--- src/rtl/nec_frame_decoder_pkg.sv ---
// Shared NEC field layout, queue entry format and frame-check helpers.
package nec_frame_decoder_pkg;

  // Byte positions inside a 32-bit NEC burst.
  localparam int unsigned ADDR_LSB  = 0;
  localparam int unsigned ADDRN_LSB = 8;
  localparam int unsigned CMD_LSB   = 16;
  localparam int unsigned CMDN_LSB  = 24;

  // Queue entry: {ext, addr16, cmd}.
  localparam int unsigned NEC_ENTRY_W = 25;

  typedef struct packed {
    logic        ext;
    logic [15:0] addr;
    logic [7:0]  cmd;
  } nec_entry_t;

  typedef struct packed {
    logic        good;
    logic        ext;
    logic [15:0] addr16;
    logic [7:0]  cmd;
  } nec_check_t;

  // Parity check of a captured burst; an address pair that is not a true
  // inverse is read as a 16-bit extended address when that mode is enabled.
  function automatic nec_check_t nec_check(input logic [31:0] cap, input logic ext_en);
    nec_check_t res;
    logic       cmd_ok;
    logic       addr_ok;
    cmd_ok     = (cap[CMDN_LSB +: 8] == ~cap[CMD_LSB +: 8]);
    addr_ok    = (cap[ADDRN_LSB +: 8] == ~cap[ADDR_LSB +: 8]);
    res.ext    = !addr_ok && ext_en;
    res.good   = cmd_ok && (addr_ok || res.ext);
    res.addr16 = res.ext ? cap[ADDR_LSB +: 16] : {8'h00, cap[ADDR_LSB +: 8]};
    res.cmd    = cap[CMD_LSB +: 8];
    return res;
  endfunction

  // Increment that sticks at all-ones.
  function automatic logic [7:0] sat_inc(input logic [7:0] v);
    return (v == 8'hFF) ? v : v + 8'd1;
  endfunction

endpackage

--- src/rtl/nec_fifo.sv ---
// Synchronous FIFO with registered storage; read data is the entry at the read pointer.
module nec_fifo #(
  parameter int unsigned WIDTH = 25,
  parameter int unsigned DEPTH = 4
) (
  input  logic             clk,
  input  logic             rst,
  input  logic             wr_en,
  input  logic [WIDTH-1:0] wr_data,
  input  logic             rd_en,
  output logic [WIDTH-1:0] rd_data,
  output logic             full,
  output logic             empty
);

  localparam int unsigned AW = (DEPTH > 1) ? $clog2(DEPTH) : 1;

  logic [AW:0]      wr_ptr_q;
  logic [AW:0]      rd_ptr_q;
  logic [WIDTH-1:0] mem_q [DEPTH];
  logic             do_wr;
  logic             do_rd;

  // Extra pointer MSB distinguishes full from empty when the indices match.
  assign empty = (wr_ptr_q == rd_ptr_q);
  assign full  = (wr_ptr_q[AW] != rd_ptr_q[AW]) && (wr_ptr_q[AW-1:0] == rd_ptr_q[AW-1:0]);

  // A pop in the same edge frees the slot, so a write on full is still taken.
  assign do_rd = rd_en && !empty;
  assign do_wr = wr_en && (!full || do_rd);

  assign rd_data = mem_q[rd_ptr_q[AW-1:0]];

  // Pointer and storage update; storage is cleared so outputs read zero after reset.
  always_ff @(posedge clk) begin
    if (!rst) begin
      wr_ptr_q <= '0;
      rd_ptr_q <= '0;
      for (int i = 0; i < DEPTH; i++) begin
        mem_q[i] <= '0;
      end
    end else begin
      if (do_wr) begin
        mem_q[wr_ptr_q[AW-1:0]] <= wr_data;
        wr_ptr_q                <= wr_ptr_q + 1'b1;
      end
      if (do_rd) begin
        rd_ptr_q <= rd_ptr_q + 1'b1;
      end
    end
  end

endmodule

--- src/rtl/nec_frame_decoder.sv ---
// Checks NEC bursts from the receiver, queues good frames and hands them out
// with a valid/ack handshake; keeps saturating debug counters.
module nec_frame_decoder
  import nec_frame_decoder_pkg::*;
#(
  parameter int unsigned FIFO_DEPTH    = 4,
  parameter bit          ADDR_EXT_EN   = 1'b1,
  parameter bit          ADDR_MATCH_EN = 1'b0,
  parameter logic [15:0] ADDR_MATCH    = 16'h00FF
) (
  input  logic        clk,
  input  logic        rst,
  input  logic [31:0] burst,
  input  logic        ready,
  output logic [15:0] out_addr,
  output logic [7:0]  out_cmd,
  output logic        out_ext,
  output logic        out_valid,
  input  logic        out_ack,
  output logic [7:0]  err_cnt,
  output logic [7:0]  drop_cnt,
  output logic        overflow
);

  logic [31:0] cap_q;
  logic        cap_vld_q;
  nec_check_t  chk;
  logic        filter_ok;
  logic        push;
  logic        bad;
  logic        pop;
  logic        drop;
  logic        fifo_full;
  logic        fifo_empty;
  nec_entry_t  wr_entry;
  nec_entry_t  rd_entry;
  logic [7:0]  err_cnt_d, err_cnt_q;
  logic [7:0]  drop_cnt_d, drop_cnt_q;
  logic        overflow_d, overflow_q;

  // Capture stage: one burst per ready pulse, pipelined so back-to-back pulses work.
  always_ff @(posedge clk) begin
    if (!rst) begin
      cap_q     <= '0;
      cap_vld_q <= 1'b0;
    end else begin
      cap_vld_q <= ready;
      if (ready) begin
        cap_q <= burst;
      end
    end
  end

  assign chk       = nec_check(cap_q, ADDR_EXT_EN);
  assign filter_ok = !ADDR_MATCH_EN || (chk.addr16 == ADDR_MATCH);

  // Filtered frames fall through both push and bad, so they touch no counter.
  assign push = cap_vld_q && chk.good && filter_ok;
  assign bad  = cap_vld_q && !chk.good;
  assign pop  = out_ack && !fifo_empty;
  assign drop = push && fifo_full && !pop;

  assign wr_entry.ext  = chk.ext;
  assign wr_entry.addr = chk.addr16;
  assign wr_entry.cmd  = chk.cmd;

  nec_fifo #(
    .WIDTH (NEC_ENTRY_W),
    .DEPTH (FIFO_DEPTH)
  ) u_fifo (
    .clk     (clk),
    .rst     (rst),
    .wr_en   (push),
    .wr_data (wr_entry),
    .rd_en   (pop),
    .rd_data (rd_entry),
    .full    (fifo_full),
    .empty   (fifo_empty)
  );

  // Next-state for the saturating counters and sticky overflow flag.
  always_comb begin
    err_cnt_d  = err_cnt_q;
    drop_cnt_d = drop_cnt_q;
    overflow_d = overflow_q;
    if (bad) begin
      err_cnt_d = sat_inc(err_cnt_q);
    end
    if (drop) begin
      drop_cnt_d = sat_inc(drop_cnt_q);
      overflow_d = 1'b1;
    end
  end

  // Counter registers.
  always_ff @(posedge clk) begin
    if (!rst) begin
      err_cnt_q  <= '0;
      drop_cnt_q <= '0;
      overflow_q <= 1'b0;
    end else begin
      err_cnt_q  <= err_cnt_d;
      drop_cnt_q <= drop_cnt_d;
      overflow_q <= overflow_d;
    end
  end

  assign out_addr  = rd_entry.addr;
  assign out_cmd   = rd_entry.cmd;
  assign out_ext   = rd_entry.ext;
  assign out_valid = !fifo_empty;
  assign err_cnt   = err_cnt_q;
  assign drop_cnt  = drop_cnt_q;
  assign overflow  = overflow_q;

endmodule

--- config.mk ---
export PLATFORM = sky130hd
export DESIGN_NAME = nec_frame_decoder
export DESIGN_NICKNAME = d
export VERILOG_FILES = /design/src/rtl/nec_frame_decoder_pkg.sv /design/src/rtl/nec_fifo.sv /design/src/rtl/nec_frame_decoder.sv
export SDC_FILE = /design/constraint.sdc
export NUM_CORES = 1
export LEC_CHECK = 0
export ABC_AREA = 1
export BUFFER_PORTS_ARGS = -buffer_cell sky130_fd_sc_hd__buf_4
export CAP_MARGIN = 20
export CORE_MARGIN = 2
export CORE_UTILIZATION = 38
export DETAILED_ROUTE_END_ITERATION = 8
export GPL_ROUTABILITY_DRIVEN = 0
export PLACE_DENSITY = 0.7
export SYNTH_ARGS = -nofsm -noshare
export SYNTH_HDL_FRONTEND = slang
export SYNTH_HIERARCHICAL = 1
export SYNTH_SLANG_ARGS = --single-unit
export TNS_END_PERCENT = 100
--- constraint.sdc ---
create_clock -name clk -period 3.9 [get_ports clk]
set_input_delay 0.78 -clock clk [delete_from_list [all_inputs] [get_ports clk]]
set_output_delay 0.78 -clock clk [all_outputs]
set_load 0.05 [all_outputs]
After elaboration in Yosys (flattened, before gate mapping)
Memory sizes are Yosys's and may differ from the RTL's. A register that Yosys moved wholly into a read port is not among the register bits.
Index checks and enable logic that the tools add are counted.
{ "op_classes": {"n_reduce_logical": 17, "add_sub_neg": 4, "bitwise": 4, "eq_ne": 7, "n_mux": 10} }
{ "ops": {"columns": ["cell", "count"], "rows": [
  ["$mux 25", 1],
  ["$reduce_or 25->1", 1],
  ["$add 8x1->8 const B", 2],
  ["$eq 8x8->1", 2],
  ["$eq 8x8->1 const B", 2],
  ["$mux 16", 1],
  ["$not 8->8", 2],
  ["$logic_and 1x1->1", 8],
  ["$add 3x1->3 const B", 2],
  ["$mux 2", 3],
  ["$logic_not 1->1", 5],
  ["$mux 1", 5],
  ["$reduce_and 2->1", 2],
  ["$eq 3x3->1", 1],
  ["$eq 2x2->1", 1],
  ["$not 1->1", 2],
  ["$logic_or 1x1->1", 1],
  ["$ne 1x1->1", 1]
]} }
{ "totals": {"ff_bits": 56, "elab_cells": 50, "mem_bits_rw": 100, "input_bits": 36, "memories": 1, "output_inout_bits": 43} }
{ "memory_table": {"columns": ["name", "words", "width", "read_ports", "rd_clocked_by_memory_dff", "wr", "line", "rtl"], "rows": [
  ["u_fifo.mem_q", 4, 25, 1, 1, 4, "nec_fifo.sv:20", "logic [WIDTH-1:0] mem_q [DEPTH];"]
]} }

Depth between registers and ports, before layout
{ "logic_depth": {"word_depth": 11, "mapped_depth": 13, "mapped_depth_nobuf": 13} }

Hierarchy
The synthesis kept the hierarchy.
{ "by_module_without_submodules": {"columns": ["mod", "cells_per_inst", "instances", "area_each_um2"], "rows": [
  ["nec_fifo", 450, 1, 4875.9],
  ["nec_frame_decoder", 337, 1, 2304.7]
]} }

Least setup slack after synthesis
OpenSTA, ideal clock, no wires.
{ "synth_path": {"path_type": "register -> register", "startpoint": "register u_fifo.wr_ptr_q[0]", "endpoint": "memory u_fifo.mem_q[0][0] (enable)", "arrival_ns": 3.442, "setup_time_ns": 0.442, "required_ns": 3.458, "slack_ns": 0.016, "path_stages_with_launch": 11, "synth_period_minus_slack_ns": 3.884, "path_cell_list": "dfxtp_1 -> buf_6 -> xnor2_2 -> and2_1 -> nand2_1 -> inv_1 -> nor2_1 -> inv_1 -> nand4_4 -> nand4_4 -> o21ai_0"} }
{ "synth_rtl": {"columns": ["element", "line", "rtl"], "rows": [
  ["from (decl)", "nec_fifo.sv:18", "logic [AW:0] wr_ptr_q;"],
  ["from (signal assigned)", "nec_fifo.sv:45", "wr_ptr_q <= wr_ptr_q + 1'b1;"],
  ["to (decl)", "nec_fifo.sv:20", null]
]} }

==> metrics.txt <==
status complete, no violations; share of cells above drive strength 1 0.161; startpoint types flip-flop; footprint of the multi-input gates 0.00250 mm^2; estimated wirelength of the detail-placed design 11100 um; post-route ant nets 0; final setup margin 0.797 ns; Synth Warn # 6; most frequent cells in the layout 171 x nor2_1, 100 x edfxtp_1, 92 x buf_4, 86 x o21ai_0; largest cells by area after synthesis edfxtp_1 42%, dfxtp_1 16%, nor2_1 9.0%, o21ai_0 6.2%, nor3_1 5.2%; total power 3.80 mW; Comb power frac 0.063; clock skew 0.0119 ns; Req. time, crit path 4.02 ns; Initial DRT Pass Iterations 5; dpl ws 0.790 ns; Internal 2.97 mW; Clock Sink Count 158; Reg2Reg Setup Slack 0.80 ns; CTS resizes 0; TritonCTS buffer count 17; drt total wl 16800 um; register area 0.00416 mm^2; Syn Inst Count 787; Die H 141 um; Synth Cell Area 0.00718 mm^2; commonest non-fill, non-tap cell in the layout nor2_1; CTS tree built; syn_nets 827; NetSw 0.823 mW; # hold bufs at CTS 0; FILL cells 1750; register area share after synthesis 0.580; Synth top area share 0.418; sw frac 0.217; Max clock buf depth 2; Clock Latency Late Sink 0.42 ns; Max Clock Freq 0.322 GHz; peak supply drop 0.292 mV; drt drc 0; IO Count 79; sequential power share 0.490; Final Hold Viols 0; area of placed instances 0.00793 mm^2; vias post-DR 5615; routed vias/inst 5.11; initial antenna violation count 0; PortBufs 78; placed cells 1067; CORE AREA 0.0186 mm^2; die width 141 um; crit-path max FO 22; Yosys cell types 32; RSZ-0062 raised after global routing no; Die Area 0.0200 mm^2; Power Dens Cells 445 mW/mm^2; Slew @ Worst Pin 0.760 ns; nets@finish 892; CTS Root Cell clkbuf_16; Clk pwr share 0.446; crit path DAT 3.23 ns; max-slew violations 0; mean post-synth cell area 9.12 um^2; LEAKAGE 3.31 nW; max_cap viols 0; Seq cells post-synth 158; Worst Setup Path Type flip-flop to flip-flop; Worst Setup End Kind flip-flop; min Tclk post-route 3.10 ns; vias in the first global route 5316; Starting Density 0.385; total gr overflow 0; total negative slack 0 ns; Final setup viols 0; largest area contributor in the netlist edfxtp_1; Final Cell Area 0.00853 mm^2; routed wire length per instance 15.3 um; CTS H-tree depth 4; Initial DRC Count 510; synthesis-to-finish area growth 18.9%; first-pass GRT wire length 26700 um; Slew HR 0.493; fin crit share 0.796; GRT Total Usage 0.170; worst min path class flip-flop to flip-flop; clock transition at the registers of the reported paths 0.06 ns; Non-Filler Instances 1098; Site Rows 50; pin count of the biggest net entering global routing 56; Diodes inserted 0; # Post-CTS Setup Buffers 0
-- routing by layer --
| layer | routed length (um) | vias up | global-route usage | share of wire |
|---|---|---|---|---|
| met3 | 1300 | 20 | 0.0513 | 0.077 |
| met1 | 7350 | 2598 | 0.219 | 0.44 |
| li1 | - | 2791 | - | - |
| met5 | 0 | - | 0 | 0 |
| met2 | 7900 | 206 | 0.274 | 0.47 |
| met4 | 232 | 0 | 0.0584 | 0.014 |
-- synth_stat cells (all sizes together) --
library cell	number
a21oi	25
and2	1
buf	17
clkbuf	29
clkinv	1
dfxtp	58
edfxtp	100
ha	4
inv	75
nand2	65
nand3	11
nand3b	1
nand4	12
nor2	175
nor3	79
nor4	2
o21ai	91
o22ai	25
xnor2	10
xor2	6
-- layout make-up --
cell class                      instances  share of cell area
Clock inverter                         12              0.0198
Tap cell                              234              0.0343
Clock buffer                           19              0.0507
Sequential cell                       158               0.488
Multi-Input combinational cell        507               0.293
Timing Repair Buffer                   92              0.0809
Inverter                               76              0.0334
-- flip-flops by register name, indices dropped and copies added, names as in the netlist, named ones only --
register / flops
cap_vld_q: 1
overflow: 1
err_cnt: 8
cap_q: 32
u_fifo/rd_ptr_q: 3
u_fifo/mem_q: 100
u_fifo/wr_ptr_q: 3
drop_cnt: 8
-- power groups by stage --
stage               Sequential (mW)  Combinational, mW  Clock, mW
floorplan                      1.90              0.148          0
global placement               1.90              0.239          0
detailed placement             1.90              0.241          0
CTS                            1.86              0.243       1.72
global route                   1.87              0.266       1.79
finish                         1.86              0.241       1.69
-- metrics by stage --
stage	hold WS [ns]	utilization
global route	0.502	0.458
global placement	0.457	0.426
CTS	0.477	0.458
floorplan	0.448	-
detailed placement	0.464	0.426
finish	0.474	0.458
-- kinds of logic (layout without fill, tap and decap cells) --
family	count (synthesis)	after routing	share of synthesized area
simple gates	346	346	0.216
flops	158	158	0.580
compound gates	141	141	0.103
buf+inv	122	199	0.0739
xor+xnor	16	16	0.0206
fa+ha+maj	4	4	0.00697
-- critical path, stage by stage, from the launching register on --
cell	delay [ns]
dfxtp_1	0.38
inv_1	0.05
nand2_1	0.05
nand2_1	0.09
and2_1	0.18
nand2_1	0.13
inv_1	0.07
nor2_1	0.30
inv_1	0.13
nand4_4	0.18
nand4_4	0.30
o21ai_2	0.63
buf_4	0.30
-- final timing paths --
kind / endpoint / start / cells past startpoint
hold reg to reg: cap_q[29] / cap_q[29] / 2
setup reg to reg: u_fifo/mem_q[0][11] / u_fifo/rd_ptr_q[1] / 12
hold / removal: cap_q[29] / cap_q[29] / 2
setup / recovery: u_fifo/mem_q[0][11] / u_fifo/rd_ptr_q[1] / 12
Power figures use the tool's default switching activity.
